$ cat src/rtl/hazard_ctrl_unit_pkg.sv
// Shared types for the pipeline hazard controller: forward-select encoding
// and controller state.
package HighLevelControl;

  localparam int FWD_W = 2;

  typedef enum logic [FWD_W-1:0] {
    FWD_NONE    = 2'd0,
    FWD_COMPUTE = 2'd1,
    FWD_MEM     = 2'd2
  } fwdSrc;

  typedef enum logic {
    LISTEN,
    LOAD_WAIT
  } hazardState;

endpackage

$ cat src/rtl/hazard_ctrl_unit_src_match.sv
// Dependency check for one R-stage source operand against the C and M stage
// destinations; produces the forward select that operand will need in C.
module hazard_src_match
  import HighLevelControl::*;
#(
  parameter int ADDR_W = 5
) (
  input  logic [ADDR_W-1:0] src_adr_i,
  input  logic [ADDR_W-1:0] rd_adr_c_i,
  input  logic [ADDR_W-1:0] rd_adr_m_i,
  input  logic              reg_write_c_i,
  input  logic              reg_write_m_i,
  input  logic              mem_en_c_i,
  output logic              hit_c_o,
  output logic              hit_m_o,
  output logic              load_hit_o,
  output logic [FWD_W-1:0]  sel_o
);

  fwdSrc sel;

  // Register 0 is hard-wired, so it never carries a dependency.
  assign hit_c_o    = reg_write_c_i && (src_adr_i != '0) && (src_adr_i == rd_adr_c_i);
  assign hit_m_o    = reg_write_m_i && (src_adr_i != '0) && (src_adr_i == rd_adr_m_i);
  assign load_hit_o = hit_c_o && mem_en_c_i;

  always_comb begin
    sel = FWD_NONE;
    if (hit_c_o) begin
      sel = mem_en_c_i ? FWD_MEM : FWD_COMPUTE;
    end else if (hit_m_o) begin
      sel = FWD_MEM;
    end
  end

  assign sel_o = sel;

endmodule

$ cat src/rtl/hazard_ctrl_unit.sv
// Hazard controller for the R/C/M pipeline: operand forwarding, load-use
// bubbles, taken-branch squash and whole-pipe freeze on data-memory wait.
module hazard_ctrl_unit
  import HighLevelControl::*;
#(
  parameter int ADDR_W   = 5,
  parameter int NUM_SRC  = 2,
  parameter int LOAD_LAT = 1
) (
  input  logic                      clk,
  input  logic                      reset,
  input  logic [NUM_SRC*ADDR_W-1:0] SrcAdr_R,
  input  logic [ADDR_W-1:0]         RdAdr_C,
  input  logic [ADDR_W-1:0]         RdAdr_M,
  input  logic                      RegWrite_C,
  input  logic                      RegWrite_M,
  input  logic                      MemEn_C,
  input  logic                      BranchTaken_C,
  input  logic                      MemReady_M,
  output logic [NUM_SRC*2-1:0]      FwdSel,
  output logic                      StallPC,
  output logic                      StallIR,
  output logic                      StallRC,
  output logic                      StallCM,
  output logic                      FlushIR,
  output logic                      FlushRC,
  output logic                      FlushCM
);

  localparam int CNT_W = $clog2(LOAD_LAT + 1);

  hazardState           state_q, state_d;
  logic [CNT_W-1:0]     cnt_q, cnt_d;
  logic [NUM_SRC*2-1:0] fwd_q, fwd_d;

  logic [NUM_SRC-1:0]   hit_c, hit_m, load_hit;
  logic [NUM_SRC*2-1:0] sel_nxt;

  for (genvar i = 0; i < NUM_SRC; i++) begin : g_src
    hazard_src_match #(.ADDR_W(ADDR_W)) u_match (
      .src_adr_i     (SrcAdr_R[i*ADDR_W +: ADDR_W]),
      .rd_adr_c_i    (RdAdr_C),
      .rd_adr_m_i    (RdAdr_M),
      .reg_write_c_i (RegWrite_C),
      .reg_write_m_i (RegWrite_M),
      .mem_en_c_i    (MemEn_C),
      .hit_c_o       (hit_c[i]),
      .hit_m_o       (hit_m[i]),
      .load_hit_o    (load_hit[i]),
      .sel_o         (sel_nxt[i*2 +: 2])
    );
  end

  // A load hit is always a C hit, and a non-NONE select always comes from a hit.
  a_load_is_c_hit : assert property (@(posedge clk) disable iff (reset)
    (load_hit & ~hit_c) == '0);
  a_sel_from_hit : assert property (@(posedge clk) disable iff (reset)
    (|sel_nxt) == (|(hit_c | hit_m)));

  always_ff @(posedge clk) begin
    if (reset) begin
      state_q <= LISTEN;
      cnt_q   <= '0;
      fwd_q   <= '0;
    end else begin
      state_q <= state_d;
      cnt_q   <= cnt_d;
      fwd_q   <= fwd_d;
    end
  end

  always_comb begin
    state_d = state_q;
    cnt_d   = cnt_q;
    fwd_d   = fwd_q;
    StallPC = 1'b0;
    StallIR = 1'b0;
    StallRC = 1'b0;
    StallCM = 1'b0;
    FlushIR = 1'b0;
    FlushRC = 1'b0;
    FlushCM = 1'b0;
    if (!reset) begin
      if (!MemReady_M) begin
        StallPC = 1'b1;
        StallIR = 1'b1;
        StallRC = 1'b1;
        StallCM = 1'b1;
      end else if (state_q == LOAD_WAIT) begin
        // C holds a bubble here, so a branch indication is meaningless.
        StallPC = 1'b1;
        StallIR = 1'b1;
        StallRC = 1'b1;
        FlushCM = 1'b1;
        if (cnt_q == '0) begin
          state_d = LISTEN;
        end else begin
          cnt_d = cnt_q - CNT_W'(1);
        end
      end else if (BranchTaken_C) begin
        FlushIR = 1'b1;
        FlushRC = 1'b1;
        fwd_d   = '0;
      end else begin
        fwd_d = sel_nxt;
        if (|load_hit) begin
          state_d = LOAD_WAIT;
          cnt_d   = CNT_W'(LOAD_LAT - 1);
        end
      end
    end
  end

  assign FwdSel = fwd_q;

endmodule

$ cat config.mk
export PLATFORM = sky130hd
export DESIGN_NAME = hazard_ctrl_unit
export DESIGN_NICKNAME = d
export VERILOG_FILES = /design/src/rtl/hazard_ctrl_unit_pkg.sv /design/src/rtl/hazard_ctrl_unit_src_match.sv /design/src/rtl/hazard_ctrl_unit.sv
export SDC_FILE = /design/constraint.sdc
export NUM_CORES = 1
export LEC_CHECK = 0
export BUFFER_PORTS_ARGS = -buffer_cell sky130_fd_sc_hd__buf_2
export CORE_MARGIN = 5
export CORE_UTILIZATION = 44
export DETAILED_ROUTE_END_ITERATION = 6
export HOLD_SLACK_MARGIN = 0.12
export PLACE_DENSITY_LB_ADDON = 0.2
export SLEW_MARGIN = 0
export SYNTH_ARGS = -nofsm -noshare
export SYNTH_HDL_FRONTEND = slang
export SYNTH_HIERARCHICAL = 1
export SYNTH_SLANG_ARGS = --single-unit
$ cat constraint.sdc
create_clock -name clk -period 3 [get_ports clk]
set_input_delay 0.3 -clock clk [delete_from_list [all_inputs] [get_ports clk]]
set_output_delay 0.3 -clock clk [all_outputs]
set_load 0.03 [all_outputs]
==> flow_summary.json <==
{
  "drv_slew": 0,
  "htreeDepth": 1,
  "insertion_delay_ns": 0.24,
  "timing_worst_setup_path_type": "flip-flop to output port",
  "crit_arrival_ns": 1.28,
  "status": "finished, final reports clean",
  "area_growth_pct": 33.3,
  "finClkSkew_ns": 0.00776,
  "post_cts_buffers": 0,
  "via_count": 615,
  "wl_met2_um": 756,
  "critPathRequiredTime_ns": 2.70,
  "grt_pass1_vias": 599,
  "top_layer_used": "met3",
  "dp_hpwl_mm": 1.35,
  "relSlewSlack": 0.746,
  "rsz0062_at_grt": "no",
  "grt_pass1_wl_mm": 2.48,
  "routed_via_density": 5.08,
  "ys_ff_latch": 5,
  "min_path_type": "input port to flip-flop",
  "cts_buffer_depth": 2,
  "syn_nets": 96,
  "crit_path_end_kind": "output port",
  "period_needed_ns": 1.58,
  "nNetsFinal": 134,
  "power_leakage_nw": 0.344,
  "critical_path.max_stage_delay_ns": 0.32,
  "finalSetupTns_ns": 0,
  "wire_per_inst_um": 12.7,
  "globalplace.congestion": 0.749,
  "met1_length_um": 638,
  "placeableCoreArea_um2": 1280,
  "cts_made_buffers": 3,
  "yosysSeqAreaShare": 0.170,
  "diodes": 0,
  "cp_cell_sequence": "nand2b_2, nor3b_1, buf_2",
  "cpLargestDelayFamily": "simple AND/OR/NAND/NOR gates",
  "met3_length_um": 145,
  "hold_slack_ns": 0.319,
  "hold_viol": 0,
  "drt_first_pass_iters": 2,
  "cts_hold_buf": 0,
  "die_x_um": 46.6,
  "row_count": 13,
  "ys.warnings.count": 6,
  "io_pins": 38,
  "worst_slew_pin_slew_ns": 0.378,
  "grt_max_degree": 11,
  "grt_usage": 0.159,
  "synth_cell_types": 22,
  "synthesis.area_um2": 589,
  "power_density_nw_per_um2": 289,
  "path_buf_inv": 1,
  "avgSynthCellArea_um2": 8.54,
  "finalSetupViolations": 0,
  "drt_iter0_drc": 3,
  "clk_pin_slew_worst_paths_ns": 0.05,
  "post_cts_resized": 0,
  "cts-root-buf": "clkbuf_4",
  "wl_mm": 1.54,
  "max_cap_violations": 0,
  "ant_nets": 0,
  "layout-drive-gt1-share": 0.462,
  "die_h_um": 46.6,
  "drc_errors": 0,
  "initial_core_util": 0.459,
  "grt-ovfl-total": 0,
  "dieArea_um2": 2170,
  "peakVddDrop_v": 0.000143,
  "cts_tree": "yes",
  "critical_path.startpoint_type": "flip-flop",
  "fmax_ghz": 0.631,
  "post-route-period-util": 0.528,
  "fillCellCount": 135,
  "cts.sinks": 5,
  "netlist_instances": 69,
  "path_max_fanout": 6,
  "portBuffers": 37,
  "slowest_stage": "dfxtp_1",
  "antenna_found_initial": 0
}
area by class of cell:
class                   instances  area (µm²)  area share
flip-flops and latches          5         100       0.127
well taps                      15        18.8      0.0239
multi-input cells              60         455       0.580
repair buffers                 37         185       0.236
clock buffers                   4        26.3      0.0334
cell usage after synthesis:
cell / count / area share
dfxtp_1: 5 / 0.17
nor3b_1: 1 / 0.013
nor2b_1: 2 / 0.021
or4_1: 2 / 0.025
nand3b_1: 4 / 0.051
buf_4: 3 / 0.038
nor2_1: 4 / 0.025
xor2_1: 8 / 0.12
nor4_2: 2 / 0.042
or3b_1: 1 / 0.015
nor4_1: 2 / 0.021
nand2b_2: 1 / 0.015
nor2_2: 2 / 0.021
and2b_4: 1 / 0.017
nand2_1: 5 / 0.032
xnor2_1: 12 / 0.18
nand4_1: 4 / 0.042
a21oi_1: 4 / 0.034
o41ai_2: 1 / 0.028
and2_1: 2 / 0.021
buf_6: 1 / 0.019
mux2_4: 2 / 0.051
final timing paths:
kind	slack, ns	start	cells after the start	endpoint
max	1.42	state_q	3	FlushIR
min	0.32	BranchTaken_C	2	state_q
max reg2reg	2.05	state_q	2	state_q
min reg2reg	0.44	FwdSel[2]	2	FwdSel[2]
metrics by stage:
stage          power, mW  area, µm²  setup slack, ns  instances   util
2_1_floorplan      0.115        589             1.09         69      -
3_3_place_gp       0.148        759             1.26        117  0.591
3_5_place_dp       0.149        759             1.25        117  0.591
4_1_cts            0.229        786             1.40        121  0.611
5_1_grt            0.242        786             1.30        121  0.611
6_report           0.227        786             1.42        121  0.611
cells in the final DEF (no fill, tap or decap), types with 2 or more instances in the layout:
cell	n
buf_2	37
xnor2_1	12
xor2_1	8
dfxtp_1	5
nand2_1	5
nor2_1	4
nand3b_1	4
a21oi_1	4
nand4_1	4
clkbuf_4	3
or4_1	2
nor2_2	2
nor4_2	2
nor2b_1	2
nor4_1	2
and2_1	2
mux2_4	2
logic make-up after synthesis:
group | Yosys count | synth area share
xor gates and xnor gates | 20 | 0.297
DFF | 5 | 0.170
muxes | 2 | 0.0510
and+or+nand+nor | 33 | 0.363
buffers and inverters | 4 | 0.0573
AOI/OAI and AO/OA | 5 | 0.0616
report_power, final:
part	total [mW]	internal (mW)	switching, mW	leakage, nW
clock	0.0796	0.0504	0.0292	0.0150
sequential	0.0671	0.0669	0.000136	0.0403
combinational	0.0801	0.0362	0.0440	0.288
worst reg2reg max path, stage by stage, from the launching register on:
cell and delay (ns):
dfxtp_1 0.32, nand2b_2 0.24, o41ai_2 0.30
registers in the layout, summed over array words and instances, names as in the netlist:
name / count
state_q: 1
FwdSel: 4
routing by layer:
| layer | vias to the layer above | track usage |
|---|---|---|
| li1 | 314 | - |
| met1 | 270 | 0.197 |
| met2 | 31 | 0.266 |
| met3 | 0 | 0.0391 |
| met4 | 0 | 0.0511 |
| met5 | - | 0 |
(Power assumes the default switching activity.)
